===== config.mk =====
export PLATFORM = sky130hd
export DESIGN_NAME = vram_scan
export DESIGN_NICKNAME = d
export VERILOG_FILES = /design/src/rtl/vram_scan.sv
export SDC_FILE = /design/constraint.sdc
export NUM_CORES = 1
export LEC_CHECK = 0
export CORE_MARGIN = 2
export CORE_UTILIZATION = 59
export CTS_BUF_LIST = sky130_fd_sc_hd__clkbuf_2
export DETAILED_ROUTE_END_ITERATION = 8
export DONT_BUFFER_PORTS = 1
export HOLD_SLACK_MARGIN = 0.15
export PLACE_DENSITY = 0.8
export RECOVER_POWER = 25
export SLEW_MARGIN = 20
export SYNTH_ARGS = -nofsm -noshare
export SYNTH_HDL_FRONTEND = slang
export SYNTH_SLANG_ARGS = --single-unit

===== constraint.sdc =====
create_clock -name mck -period 1.8 [get_ports mck]
set_clock_uncertainty 0.05 [all_clocks]
set_input_delay 0.36 -clock mck [delete_from_list [all_inputs] [get_ports mck]]
set_output_delay 0.36 -clock mck [all_outputs]
set_load 0.01 [all_outputs]

===== src/rtl/vram_scan.sv =====
// VRAM frame-buffer scan-out: walks a 64-row x 256-nibble buffer onto a VGA-style raster,
// repeating each row LINE_REP times inside a vertically centred window.
module vram_scan #(
    parameter int H_ACTIVE = 640,   // multiple of 4: four pixels per nibble
    parameter int H_FP     = 16,
    parameter int H_SYNC   = 96,
    parameter int H_BP     = 48,
    parameter int V_ACTIVE = 480,
    parameter int V_FP     = 10,
    parameter int V_SYNC   = 2,
    parameter int V_BP     = 33,
    parameter int LINE_REP = 4,
    parameter int V_OFS    = 112,
    parameter bit SYNC_POL = 1'b0,
    parameter bit BORDER   = 1'b0
) (
    input  logic        mck,
    input  logic        rin,
    input  logic        pix_ce,
    input  logic        lcdon,
    output logic [13:0] vram_a,
    input  logic [3:0]  vram_di,
    output logic        hsync,
    output logic        vsync,
    output logic        de,
    output logic        pix,
    output logic        sof
);

    localparam int H_TOTAL = H_ACTIVE + H_FP + H_SYNC + H_BP;
    localparam int V_TOTAL = V_ACTIVE + V_FP + V_SYNC + V_BP;
    localparam int HW      = $clog2(H_TOTAL + 1);
    localparam int VW      = $clog2(V_TOTAL + 1);
    localparam int RW      = (LINE_REP > 1) ? $clog2(LINE_REP) : 1;

    localparam logic [HW-1:0] H_LAST   = HW'(H_TOTAL - 1);
    localparam logic [HW-1:0] H_ACT    = HW'(H_ACTIVE);
    localparam logic [HW-1:0] HS_BEG   = HW'(H_ACTIVE + H_FP);
    localparam logic [HW-1:0] HS_END   = HW'(H_ACTIVE + H_FP + H_SYNC);
    localparam logic [VW-1:0] V_LAST   = VW'(V_TOTAL - 1);
    localparam logic [VW-1:0] V_ACT    = VW'(V_ACTIVE);
    localparam logic [VW-1:0] VS_BEG   = VW'(V_ACTIVE + V_FP);
    localparam logic [VW-1:0] VS_END   = VW'(V_ACTIVE + V_FP + V_SYNC);
    localparam logic [VW-1:0] WIN_BEG  = VW'(V_OFS);
    localparam logic [VW-1:0] WIN_END  = VW'(V_OFS + 64 * LINE_REP);
    localparam logic [RW-1:0] REP_LAST = RW'(LINE_REP - 1);

    logic [HW-1:0] hcnt_q, hcnt_d;
    logic [VW-1:0] vcnt_q, vcnt_d;
    logic [5:0]    row_q, row_d;
    logic [RW-1:0] rep_q, rep_d;
    logic [3:0]    shift_q, shift_d;
    logic [13:0]   addr_q, addr_d;
    logic          hsync_q, hsync_d;
    logic          vsync_q, vsync_d;
    logic          de_q, de_d;
    logic          pix_q, pix_d;
    logic          sof_q, sof_d;

    logic          h_wrap, v_wrap, in_win, active, px_bit;
    logic [5:0]    row_nl;
    logic [RW-1:0] rep_nl;

    assign h_wrap = (hcnt_q == H_LAST);
    assign v_wrap = (vcnt_q == V_LAST);
    assign in_win = (vcnt_q >= WIN_BEG) && (vcnt_q < WIN_END);
    assign active = (hcnt_q < H_ACT) && (vcnt_q < V_ACT);
    // Phase 0 shows the nibble straight off the read port, the same tick it is captured.
    assign px_bit = (hcnt_q[1:0] == 2'd0) ? vram_di[3] : shift_q[~hcnt_q[1:0]];

    // Row/rep the next raster line will use; shared by the line wrap and the address preload.
    always_comb begin
        // NOTE: every output of a combinational block gets a default first, so no path infers a latch.
        row_nl = row_q;
        rep_nl = rep_q;
        if (v_wrap) begin
            row_nl = '0;
            rep_nl = '0;
        end else if (in_win) begin
            if (rep_q == REP_LAST) begin
                rep_nl = '0;
                if (row_q != 6'd63) row_nl = row_q + 6'd1;
            end else begin
                rep_nl = rep_q + 1'b1;
            end
        end
    end

    always_comb begin
        hcnt_d  = hcnt_q;
        vcnt_d  = vcnt_q;
        row_d   = row_q;
        rep_d   = rep_q;
        shift_d = shift_q;
        addr_d  = addr_q;
        hsync_d = hsync_q;
        vsync_d = vsync_q;
        de_d    = de_q;
        pix_d   = pix_q;
        sof_d   = sof_q;
        if (pix_ce) begin
            hcnt_d = h_wrap ? '0 : hcnt_q + 1'b1;
            if (h_wrap) begin
                vcnt_d = v_wrap ? '0 : vcnt_q + 1'b1;
                row_d  = row_nl;
                rep_d  = rep_nl;
            end
            de_d    = active;
            hsync_d = (hcnt_q >= HS_BEG && hcnt_q < HS_END) ? SYNC_POL : ~SYNC_POL;
            vsync_d = (vcnt_q >= VS_BEG && vcnt_q < VS_END) ? SYNC_POL : ~SYNC_POL;
            sof_d   = (hcnt_q == '0) && (vcnt_q == '0);
            pix_d   = active && lcdon && (in_win ? px_bit : BORDER);
            if (active && hcnt_q[1:0] == 2'd0) begin
                shift_d     = vram_di;
                addr_d[7:0] = addr_q[7:0] + 8'd1;
            end
            // Preload in the blanking gap so the first address is settled long before use.
            if (hcnt_q == H_ACT) addr_d = {row_nl, 8'd0};
        end
    end

    always_ff @(posedge mck) begin
        // NOTE: non-blocking assignments here so every flop samples pre-edge values.
        if (rin) begin
            hcnt_q  <= '0;
            vcnt_q  <= '0;
            row_q   <= '0;
            rep_q   <= '0;
            shift_q <= '0;
            addr_q  <= '0;
            hsync_q <= ~SYNC_POL;
            vsync_q <= ~SYNC_POL;
            de_q    <= 1'b0;
            pix_q   <= 1'b0;
            sof_q   <= 1'b0;
        end else begin
            hcnt_q  <= hcnt_d;
            vcnt_q  <= vcnt_d;
            row_q   <= row_d;
            rep_q   <= rep_d;
            shift_q <= shift_d;
            addr_q  <= addr_d;
            hsync_q <= hsync_d;
            vsync_q <= vsync_d;
            de_q    <= de_d;
            pix_q   <= pix_d;
            sof_q   <= sof_d;
        end
    end

    assign vram_a = addr_q;
    assign hsync  = hsync_q;
    assign vsync  = vsync_q;
    assign de     = de_q;
    assign pix    = pix_q;
    assign sof    = sof_q;

endmodule


==> impl_metrics.py, run 1 <==
metrics = {
    "run_status": {
        "status": "finished with violations",
        "violations": "negative hold slack, negative setup slack",
    },
    "critical_path": {
        "cp.arrival_ns": 2.19,
        "startpoint": "vcnt_q[0]$_SDFFE_PP0P_",
        "worst_path_dominant_cell_family": "simple AND/OR/NAND/NOR gates",
        "slowest_stage": "or4b_4",
        "end_kind": "flop",
        "worstReg2RegStart": "vcnt_q[0]$_SDFFE_PP0P_",
        "crit_chain": "inv_2 > ha_4 > or4b_4 > nor4_4 > buf_4 > a21o_1 > buf_6 > nor2_1",
        "crit_type": "reg2reg",
        "slowest_delay_ns": 0.47,
        "crit_buf_inv": 3,
        "crit_path_start_kind": "flop",
        "cp_max_fo": 5,
        "cp.required_ns": 2.11,
    },
    "sta": {
        "slew_headroom_pct": 71.0,
        "min_period_ns": 1.89,
        "fin_crit_sh_pct": 105,
        "setup_violations": 23,
        "clock.fmax_mhz": 530,
        "holdWs_ns": -0.0923,
        "layout_setup_ws_ns": -0.0854,
        "hold_viol": 26,
        "maxSlewViolCount": 0,
        "rsz0062_at_grt": "true",
        "worst_pin_slew_ns": 0.435,
    },
    "floorplan": {
        "dieWidth_um": 69.6,
        "die_h_um": 69.6,
        "initial_core_util_pct": 62.5,
        "dieArea_mm2": 0.00484,
        "io_pins": 27,
        "core_area_mm2": 0.00406,
        "rows": 23,
    },
    "placed_design": {
        "hpwl_um": 3910,
        "gp_congestion": 0.832,
        "dp.cells": 366,
        "port-buffer-count": 0,
    },
    "clock_tree": {
        "cts_sinks": 51,
        "postCtsHoldBufs": 3,
        "clock_path_buffers": 2,
        "clkTransAtPathRegs_ns": 0.26,
        "cts-root-buf": "clkbuf_2",
        "ctsHtreeMaxLevel": 2,
        "clk_latency_ns": 0.42,
        "cts_tree": "yes",
        "numCtsBuffers": 5,
    },
    "route": {
        "drt-wirelength-per-cell_um": 15.6,
        "drc": 0,
        "routed_via_density": 5.87,
        "drtAntennaViolNets": 0,
        "vias": 2250,
        "drt_iter0_markers": 139,
        "first_pass_iters": 4,
        "drt-total-wl_um": 5960,
    },
    "synthesis": {
        "synth_simple_gate_area_share_pct": 29.9,
        "synth_xor_area_share_pct": 7.94,
        "synth_area_per_cell_um2": 8.54,
        "synth_nets": 312,
        "syn_area_mm2": 0.00254,
        "synth_edf_count": 0,
        "synth_compound_area_share_pct": 10.7,
        "yosys_warnings": 0,
        "synth_top_family_by_area": "simple AND/OR/NAND/NOR gates",
        "synth_seq_cells": 51,
        "synth-main-ff-cell": "dfxtp_1",
        "async_flop_share_pct": 0,
        "yosys-mux-area-fraction_pct": 2.91,
        "synthAdderAreaFrac_pct": 3.45,
        "yosys.cell_types.count": 48,
        "syn_inst": 297,
        "seq_area_frac_synth_pct": 40.2,
    },
    "finish": {
        "layout_common_cells": "dfxtp_1, buf_4, nor2_1, a21oi_1, nand2_1",
        "final_core_util_pct": 76.1,
        "fill_cells": 277,
        "stdcell_count": 383,
        "multiInputGateArea_mm2": 0.00151,
        "final_common_cell": "dfxtp_1",
        "drive_gt1_share_pct": 25.2,
        "diodes": 0,
        "areaGrowthSynthToFinish_pct": 21.7,
        "num-nets-final": 347,
        "regArea_mm2": 0.00103,
    },
    "run": {
        "cap_violations": 0,
    },
    "global_routing": {
        "grt_overflow": 0,
        "grt_max_degree": 32,
        "grt_pass1_vias": 2091,
        "grt_first_pass_wirelength_um": 9650,
        "grt_antenna_before_repair": 0,
        "grt_usage_pct": 24.1,
    },
    "power": {
        "irDropWorstVdd_v": 0.000431,
        "pwr_density_cell_mw_per_mm2": 680,
        "p_leak_uw": 0.00114,
        "total_power_uw": 2100,
    },
    "hold_path": {
        "worst_hold_path_type": "in2reg",
        "min-delay-start": "rin",
    },
}
## Yosys cell counts (all sizes together) (3+ instances only)
master / n / area [µm²]
dfxtp: 51 / 1020
nor2: 37 / 139
a21oi: 21 / 105
nand2: 21 / 78.8
nand3: 17 / 90.1
nor3: 15 / 75.1
xnor2: 13 / 114
inv: 11 / 41.3
xor2: 10 / 87.6
nand4: 9 / 56.3
clkbuf: 8 / 30.0
buf: 7 / 52.6
ha: 7 / 87.6
nor4: 7 / 73.8
o21ai: 7 / 35.0
and3: 6 / 37.5
nand2b: 5 / 31.3
nand3b: 5 / 37.5
mux2i: 4 / 40.0
nor2b: 4 / 25.0
a41oi: 3 / 26.3
and4: 3 / 26.3
## path summary, 6_finish.rpt
path / to / slack (ns) / depth (start not counted)
worst max-delay path: vcnt_q[3]$_SDFFE_PP0P_ / -0.09 / 8
worst min-delay path: vram_a[11]$_SDFFE_PP0P_ / -0.09 / 1
worst max register to register: vcnt_q[3]$_SDFFE_PP0P_ / -0.09 / 8
worst min register to register: shift_q[0]$_SDFFE_PP0P_ / 0.42 / 2
## timing repair
action,4_1_cts,5_1_grt
endpoints found under the setup margin,32,34
resized for setup,14,25
buffers inserted,2,4
pin swaps,2,17
hold endpoints to repair,40,41
## logic make-up (layout without fill, tap and decap cells)
family / count (synthesis) / count (layout)
flops: 51 / 51
mux: 6 / 6
simple gates: 140 / 140
compound gates: 44 / 44
fa+ha+maj: 7 / 7
buf+inv: 26 / 62
xor+xnor: 23 / 23
## state kept, by name (all words and copies together) (netlist names)
name,cells
sof,1
shift_q,4
pix,1
rep_q,2
vram_a,14
hsync,1
vcnt_q,10
vsync,1
hcnt_q,10
de,1
row_q,6
## power by group
| part | switching, µW | total [µW] | internal (µW) |
|---|---|---|---|
| sequential | 24.6 | 1180 | 1150 |
| combinational | 74.1 | 160 | 85.6 |
| clock | 379 | 763 | 384 |
## layout make-up
type | count | share of cell area [%]
clock buffers | 5 | 0.810
flip-flops and latches | 51 | 33.5
clock inverters | 3 | 2.31
multi-input cells | 220 | 48.9
well taps | 50 | 2.03
repair buffers | 43 | 11.1
inverters | 11 | 1.34
## layer usage
| metal | routed length, µm | global-route usage, % | vias up |
|---|---|---|---|
| li1 | - | - | 1123 |
| met1 | 2710 | 31.2 | 1061 |
| met2 | 2950 | 41.3 | 61 |
| met3 | 272 | 5.81 | 5 |
| met4 | 32 | 4.58 | 0 |
| met5 | 0 | 0 | - |
## through the flow
| stage | setup TNS, ns | area (µm²) | worst slack, ns |
|---|---|---|---|
| floorplan | -1.05 | 2560 | -0.0860 |
| global placement | 0 | 2790 | 0.0000312 |
| detailed placement | -0.259 | 2790 | -0.0429 |
| CTS | -0.687 | 2980 | -0.0549 |
| global route | -3.68 | 3090 | -0.195 |
| finish | -1.22 | 3090 | -0.0854 |
(Power assumes the default switching activity.)
==> run 2, diff against run 1 <==
- ABC_AREA: unset -> 0
- SKIP_LAST_GASP: unset -> 1
==> run 2 against run 1 <==
  * The run still ends with negative hold slack, negative setup slack left
  * Register-to-register slack is essentially flat
  * Sequential power is essentially flat
  * Combinational power is essentially flat
  * Fmax is essentially flat
  * Routed wire length shrank 0.67%
  * Cell count is the same
  * Critical path type unchanged
  * Largest power group unchanged
==> impl_metrics.py, run 2 (same netlist as run 1, synthesis figures left out) <==
metrics = {
    "run_status": {
        "status": "finished with violations",
        "violations": "negative hold slack, negative setup slack",
    },
    "sta": {
        "setup_tns_ns": -1.17,
        "rsz0062_at_grt": "true",
        "slew_headroom_pct": 71.1,
        "fin_crit_sh_pct": 105,
        "maxSlewViolCount": 0,
        "holdWs_ns": -0.0904,
        "setup_violations": 22,
        "hold_viol": 26,
        "min_period_ns": 1.89,
        "worst_pin_slew_ns": 0.433,
        "layout_setup_ws_ns": -0.0854,
        "clock.fmax_mhz": 530,
    },
    "route": {
        "drtAntennaViolNets": 0,
        "drt_iter0_markers": 154,
        "routed_via_density": 5.87,
        "first_pass_iters": 4,
        "vias": 2249,
        "drc": 0,
        "drt-wirelength-per-cell_um": 15.5,
        "drt-total-wl_um": 5920,
    },
    "power": {
        "p_leak_uw": 0.00113,
        "switching_share_pct": 22.6,
        "seqPwrFrac_pct": 56.2,
        "irDropWorstVdd_v": 0.000431,
        "power_frac_clock_pct": 36.2,
        "p_switching_uw": 474,
        "p_comb_share_pct": 7.6,
        "p_int_uw": 1620,
        "pwr_density_cell_mw_per_mm2": 680,
    },
    "clock_tree": {
        "clkTransAtPathRegs_ns": 0.26,
        "numCtsBuffers": 5,
        "postCtsHoldBufs": 3,
        "cts-root-buf": "clkbuf_2",
        "clock_path_buffers": 2,
        "cts_sinks": 51,
        "clk_latency_ns": 0.42,
        "ctsHtreeMaxLevel": 2,
        "cts_tree": "yes",
    },
    "finish": {
        "diodes": 0,
        "layout_common_cells": "dfxtp_1, buf_4, nor2_1, a21oi_1, nand2_1",
        "areaGrowthSynthToFinish_pct": 21.6,
        "final_common_cell": "dfxtp_1",
        "drive_gt1_share_pct": 25.2,
        "largest_reg_flops": 14,
        "num-nets-final": 347,
    },
    "global_routing": {
        "grt_overflow": 0,
        "grt_first_pass_wirelength_um": 9650,
        "grt_max_degree": 32,
        "grt_pass1_vias": 2091,
        "grt_usage_pct": 24.1,
        "grt_antenna_before_repair": 0,
    },
    "hold_path": {
        "whs_path_depth": 1,
        "hold_end": "vram_a[11]$_SDFFE_PP0P_",
        "worst_hold_path_type": "in2reg",
        "min-delay-start": "rin",
    },
    "floorplan": {
        "die_h_um": 69.6,
        "io_pins": 27,
        "dieArea_mm2": 0.00484,
        "rows": 23,
        "core_area_mm2": 0.00406,
        "initial_core_util_pct": 62.5,
        "dieWidth_um": 69.6,
    },
    "critical_path": {
        "cp.required_ns": 2.09,
        "cp.arrival_ns": 2.18,
        "cp_max_fo": 7,
        "r2r-end": "vcnt_q[0]$_SDFFE_PP0P_",
        "worstReg2RegStart": "vcnt_q[0]$_SDFFE_PP0P_",
        "crit_path_start_kind": "flop",
        "ff2ff_setup_slack_ns": -0.09,
        "end_kind": "flop",
        "crit_type": "reg2reg",
        "r2r_cells": 8,
    },
    "placed_design": {
        "gp_congestion": 0.832,
        "hpwl_um": 3910,
        "port-buffer-count": 0,
    },
    "run": {
        "cap_violations": 0,
    },
}
run 2: through the flow:
step	area, µm²	setup slack, ns	cells	power, µW	util (%)
2_1_floorplan	2560	-0.0860	297	1290	-
3_3_place_gp	2790	0.0000312	366	1310	68.7
3_5_place_dp	2790	-0.0429	366	1320	68.7
4_1_cts	2980	-0.0549	379	2080	73.3
5_1_grt	3090	-0.195	383	2170	76.1
6_report	3090	-0.0854	383	2100	76.1
run 2: worst max path at each step:
| stage | cells after the start | end | start |
|---|---|---|---|
| final | 8 | vcnt_q[0]$_SDFFE_PP0P_ | vcnt_q[0]$_SDFFE_PP0P_ |
| after global routing | 8 | row_q[4]$_SDFFE_PP0P_ | vcnt_q[0]$_SDFFE_PP0P_ |
| after CTS | 8 | vcnt_q[1]$_SDFFE_PP0P_ | vcnt_q[0]$_SDFFE_PP0P_ |
| after detailed placement | 8 | row_q[1]$_SDFFE_PP0P_ | vcnt_q[0]$_SDFFE_PP0P_ |
| after global placement | 8 | vcnt_q[1]$_SDFFE_PP0P_ | vcnt_q[0]$_SDFFE_PP0P_ |
| after floorplan | 7 | vcnt_q[1]$_SDFFE_PP0P_ | vcnt_q[0]$_SDFFE_PP0P_ |
run 2: layout make-up:
| type | instances | area [µm²] |
|---|---|---|
| inverters | 11 | 41.3 |
| fillers | 278 | 971 |
| clock buffers | 5 | 25.0 |
| well taps | 50 | 62.6 |
| multi-input cells | 220 | 1510 |
| clock inverters | 3 | 71.3 |
| flip-flops and latches | 51 | 1030 |
| repair buffers | 43 | 344 |
run 2: critical path, cell delays in order, from the launching register on:
cell and delay [ns]:
dfxtp_2 0.38, inv_2 0.06, ha_4 0.12, or4b_4 0.47, nor4_4 0.24, buf_4 0.20, nor3_1 0.05, a21oi_1 0.17
nor2_1 0.08
run 2: repair_timing:
action,4_1_cts,5_1_grt
endpoints found under the setup margin,32,34
pin swaps,2,17
setup buffers,2,4
endpoints found under the hold margin,40,41
gates resized for setup,14,24
run 2: power groups by stage:
stage / combinational [µW] / clock [µW] / sequential [µW]
final: 159 / 760 / 1180
after global routing: 174 / 811 / 1180
after CTS: 132 / 774 / 1180
after detailed placement: 120 / 0 / 1200
after global placement: 118 / 0 / 1200
after floorplan: 92.2 / 0 / 1190
run 2: per-layer routing:
| metal | track usage [%] | share of wire, % | wire, µm |
|---|---|---|---|
| met2 | 41.3 | 50 | 2950 |
| met4 | 4.58 | 0.86 | 51 |
| met5 | 0 | 0 | 0 |
| met1 | 31.2 | 45 | 2670 |
| met3 | 5.81 | 4.3 | 253 |
==> run 3, diff against run 2 <==
- CORE_UTILIZATION: 59 -> 65
- PLACE_DENSITY: 0.8 -> 0.83
- clock period: 1.8 -> 2.1 ns (I/O delays scaled with it)
==> run 3 against run 2 <==
  * The flow now finishes without violations
  * Critical path depth fell by 2
  * Non-clock buffer count fell by 19
  * Clock power fell by 42%
  * Largest power group unchanged
  * Cell count fell by 5.5%
  * Critical endpoint is now vram_a[12]$_SDFFE_PP0P_
  * Largest cell class unchanged
  * Via count fell by 1.4%
  * Worst setup slack improved by 0.20 ns
  * Power fell by 25%
==> impl_metrics.py, run 3 (same netlist as run 1, synthesis figures left out) <==
metrics = {
    "clock_tree": {
        "cts-root-buf": "clkbuf_2",
        "clkTransAtPathRegs_ns": 0.27,
        "clock_path_buffers": 2,
        "cts_sinks": 51,
        "ctsHtreeMaxLevel": 2,
        "clk_latency_ns": 0.48,
        "cts_tree": "yes",
        "numCtsBuffers": 5,
    },
    "hold_path": {
        "min-delay-start": "pix_ce",
        "hold_end": "hsync$_SDFFE_PP1P_",
        "worst_hold_path_type": "in2reg",
        "whs_path_depth": 3,
    },
    "sta": {
        "setup_tns_ns": 0,
        "rsz0062_at_grt": "true",
        "setup_violations": 0,
        "layout_setup_ws_ns": 0.115,
        "worst_pin_slew_ns": 1.08,
        "min_period_ns": 1.99,
        "slew_headroom_pct": 27.9,
        "hold_viol": 0,
        "clock.fmax_mhz": 504,
        "fin_crit_sh_pct": 94.5,
        "maxSlewViolCount": 0,
    },
    "finish": {
        "fill_cells": 293,
        "final_common_cell": "dfxtp_1",
        "largest_reg_flops": 14,
        "num-nets-final": 328,
        "final_core_util_pct": 74.9,
        "layout_common_cells": "dfxtp_1, nor2_1, a21oi_1, nand2_1, nand3_1",
        "drive_gt1_share_pct": 11.8,
        "diodes": 0,
        "areaGrowthSynthToFinish_pct": 9.66,
    },
    "placed_design": {
        "hpwl_um": 3980,
        "place_ws_ns": 0.0755,
        "gp_congestion": 0.836,
        "port-buffer-count": 0,
    },
    "route": {
        "first_pass_iters": 4,
        "vias": 2218,
        "drtAntennaViolNets": 0,
        "drt-total-wl_um": 5860,
        "drt_iter0_markers": 230,
        "drc": 0,
        "drt-wirelength-per-cell_um": 16.2,
        "routed_via_density": 6.13,
    },
    "global_routing": {
        "grt_first_pass_wirelength_um": 9540,
        "grt_antenna_before_repair": 0,
        "grt_overflow": 0,
        "grt_max_degree": 29,
        "grt_pass1_vias": 2104,
        "grt_usage_pct": 28.1,
    },
    "power": {
        "irDropWorstVdd_v": 0.000381,
        "total_power_uw": 1580,
        "pwr_density_cell_mw_per_mm2": 567,
        "p_leak_uw": 0.000976,
    },
    "floorplan": {
        "dieArea_mm2": 0.00442,
        "initial_core_util_pct": 68.3,
        "rows": 22,
        "io_pins": 27,
        "core_area_mm2": 0.00372,
        "dieWidth_um": 66.5,
        "die_h_um": 66.5,
    },
    "critical_path": {
        "cp_max_fo": 5,
        "end_kind": "flop",
        "r2r_cells": 6,
        "crit_path_start_kind": "flop",
        "r2r-end": "vram_a[12]$_SDFFE_PP0P_",
        "crit_type": "reg2reg",
        "cp.required_ns": 2.43,
        "ff2ff_setup_slack_ns": 0.11,
        "cp.arrival_ns": 2.32,
        "crit_chain": "inv_1 > ha_1 > nor4b_2 > nand3b_1 > or2_2 > a221oi_1",
        "worstReg2RegStart": "hcnt_q[1]$_SDFFE_PP0P_",
        "slowest_delay_ns": 0.44,
        "slowest_stage": "dfxtp_1",
    },
    "run": {
        "cap_violations": 0,
    },
    "run_status": {
        "status": "complete, no violations",
    },
}
run 3: layout make-up:
cell class                 instances  area [µm²]  share of cell area (%)
timing repair buffer              24         204                    7.33
tap                               48        60.1                    2.16
inverter                          11        41.3                    1.48
clock inverter                     3        26.3                   0.944
sequential                        51        1030                    36.9
clock buffer                       5        25.0                   0.899
multi-input combinational        220        1400                    50.3
run 3: repair_timing:
action,4_1_cts,5_1_grt
setup endpoints to repair,1,19
gates cloned,0,0
hold buffers,7,1
buffers inserted,0,3
endpoints found under the hold margin,30,4
resized for setup,1,5
pin swaps,0,1
run 3: worst max path at each step:
stage	start	end	slack, ns	depth (start not counted)
global route	hcnt_q[1]$_SDFFE_PP0P_	vram_a[12]$_SDFFE_PP0P_	-0.02	6
CTS	vcnt_q[0]$_SDFFE_PP0P_	row_q[4]$_SDFFE_PP0P_	0.05	7
detailed placement	vcnt_q[1]$_SDFFE_PP0P_	row_q[4]$_SDFFE_PP0P_	0.08	7
floorplan	hcnt_q[0]$_SDFFE_PP0P_	vram_a[12]$_SDFFE_PP0P_	0.20	6
finish	hcnt_q[1]$_SDFFE_PP0P_	vram_a[12]$_SDFFE_PP0P_	0.11	6
global placement	vcnt_q[0]$_SDFFE_PP0P_	row_q[4]$_SDFFE_PP0P_	0.14	7
run 3: layer usage:
metal | GRT usage [%] | vias to the layer above | share of wire [%] | wire, µm
li1 | - | 1083 | - | -
met4 | 9.95 | 0 | 1.3 | 78
met3 | 5.41 | 8 | 5.1 | 297
met2 | 49.1 | 68 | 50 | 2930
met5 | 0 | - | 0 | 0
met1 | 34.3 | 1059 | 44 | 2550
run 3: through the flow:
| stage | std cells | cell area [µm²] | hold WS, ns |
|---|---|---|---|
| CTS | 358 | 2740 | 0.172 |
| detailed placement | 343 | 2610 | 0.394 |
| finish | 362 | 2780 | 0.181 |
| global route | 362 | 2780 | 0.194 |
| global placement | 343 | 2610 | 0.388 |
| floorplan | 297 | 2540 | 0.383 |
run 3: power breakdown:
| group | switching (µW) | internal [µW] | total (µW) |
|---|---|---|---|
| logic | 67.1 | 57.8 | 125 |
| clock network | 347 | 94.6 | 442 |
| registers | 22.1 | 989 | 1010 |
run 3: worst max-delay path, delay by kind of cell, from the launching register on:
family / cells / cell delay (ns)
buffers and inverters: 1 / 0.08
DFF: 1 / 0.44
and+or+nand+nor: 3 / 0.91
AOI/OAI and AO/OA: 1 / 0.26
adders and majority gates: 1 / 0.16
==> RTL change, RTL diff (settings of run 3) <==
`SYNC_POL`: 1'b0 -> 1'b1.
--- a/src/rtl/vram_scan.sv
+++ b/src/rtl/vram_scan.sv
@@ -13,3 +13,3 @@
     parameter int V_OFS    = 112,
-    parameter bit SYNC_POL = 1'b0,
+    parameter bit SYNC_POL = 1'b1,
     parameter bit BORDER   = 1'b0
Formal check against the unedited RTL: not equivalent (a bounded check fails within 4 cycles, from zero or initial values).
==> RTL change against run 3 <==
- setup slack lost 0.075 ns
- cell area increased by 0.63%
- wire length fell by 0.96%
- sequential power is essentially flat
- area after synthesis down 0.79%
- via count is 1.6% higher
- core utilization is 1.0 points higher
- first-iteration DRC count is 34% lower
- worst hold slack got worse by 0.0085 ns
- clock power fell by 15%
- sequential cell count did not move
- synthesized cell count grew 0.34%
- total power decreased by 4.7%
- critical path type unchanged
- critical endpoint unchanged
- highest routed layer unchanged
==> RTL change: results (changes against run 3) <==
* Worst Hold End: vram_a[8]$_SDFFE_PP0P_
* Flop pwr share at 67.4% (+3.3 points)
* Max rail drop VDD at 0.369 mV (-3.3%)
* Slew margin rel. at 59.1% (+31 points)
* Overall Global Routing Usage at 27.9% (-0.27 points)
* GR met2 Demand/Resource at 45.9% (-3.3 points)
* Routed length per placed instance at 15.8 µm (-2.3%)
* Synth Area in Adders at 3.48% (+0.027 points)
* Power Internal at 1110 µW (-2.7%)
* Synth area leaders: dfxtp_1, nor2_1, xor2_1, a21oi_1, nand3_1
* M1 WL at 2500 µm (-1.8%)
* Post-placement worst setup slack at 0.0648 ns (-0.0106 ns)
* Final net count at 333 (+1.5%)
* Vias at 2254 (+1.6%)
* Outcome: complete, no violations
* Total design power at 1500 µW (-4.7%)
* Synth top cells by count: dfxtp_1, nor2_1, nand2_1
* Placer Congestion at 0.888 (+6.2%)
* Clock Latency Late Sink at 0.44 ns (-0.04 ns)
* Worst stage delay on the critical path at 0.55 ns (+0.11 ns)
* Met2 WL at 2810 µm (-4.2%)
* Yosys cell types at 47 (-2.1%)
* WP data arrival at 2.40 ns (+0.08 ns)
* Grt met1 use at 35.4% (+1.1 points)
* Vias in the first global route at 2091 (-0.62%)
* First-pass GRT wire length at 9450 µm (-0.93%)
* Initial antenna violation count at 0 (unchanged)
* Routed vias/inst at 6.14 (+0.24%)
* DRT iter0 DRCs at 151 (-34%)
* Leak pwr at 0.00102 µW (+4.9%)
* Layout cells sized above 1 at 12.9% (+1.1 points)
* Dpl cells at 350 (+2.0%)
* Mux cell area share after synthesis at 2.09% (-0.82 points)
* Max stage delay cell, worst path: or4_4
* Largest net degree at the start of global routing at 34 (+17%)
* Synth Area in Compound Gates at 11.9% (+1.2 points)
* Final min period at 2.06 ns (+0.0748 ns)
* Worst hold slack at 0.173 ns (-0.00851 ns)
* Logic pwr share at 7.5% (-0.4 points)
* Register area share after synthesis at 40.6% (+0.32 points)
RTL change: cell count changes after synthesis, sizes merged, moves of 3 or more:
cell and change:
a31oi +3, nand2 +3, nor2 +3, nor4 -3, xor2 +4, a41oi -3, nor3 -4, nand4 +5
and2 +5, xnor2 -4, nand2b -3, nand3b -4
RTL change: area by class of cell:
type | count | area (µm²)
tap | 48 | 60.1
sequential | 51 | 1020
clock buffer | 5 | 25.0
inverter | 10 | 37.5
multi-input combinational | 224 | 1420
clock inverter | 3 | 15.0
fill | 285 | 888
timing repair buffer | 26 | 220
RTL change: repair_timing:
item	4_1_cts	5_1_grt
hold buffers	6	1
endpoints found under the hold margin	33	1
setup endpoints to repair	0	10
resized for setup	0	5
setup buffers	0	1
RTL change: logic make-up after synthesis:
logic type | Yosys count
compound gates | 45
buf+inv | 24
flops | 51
mux | 4
fa+ha+maj | 7
simple gates | 144
xor+xnor | 23
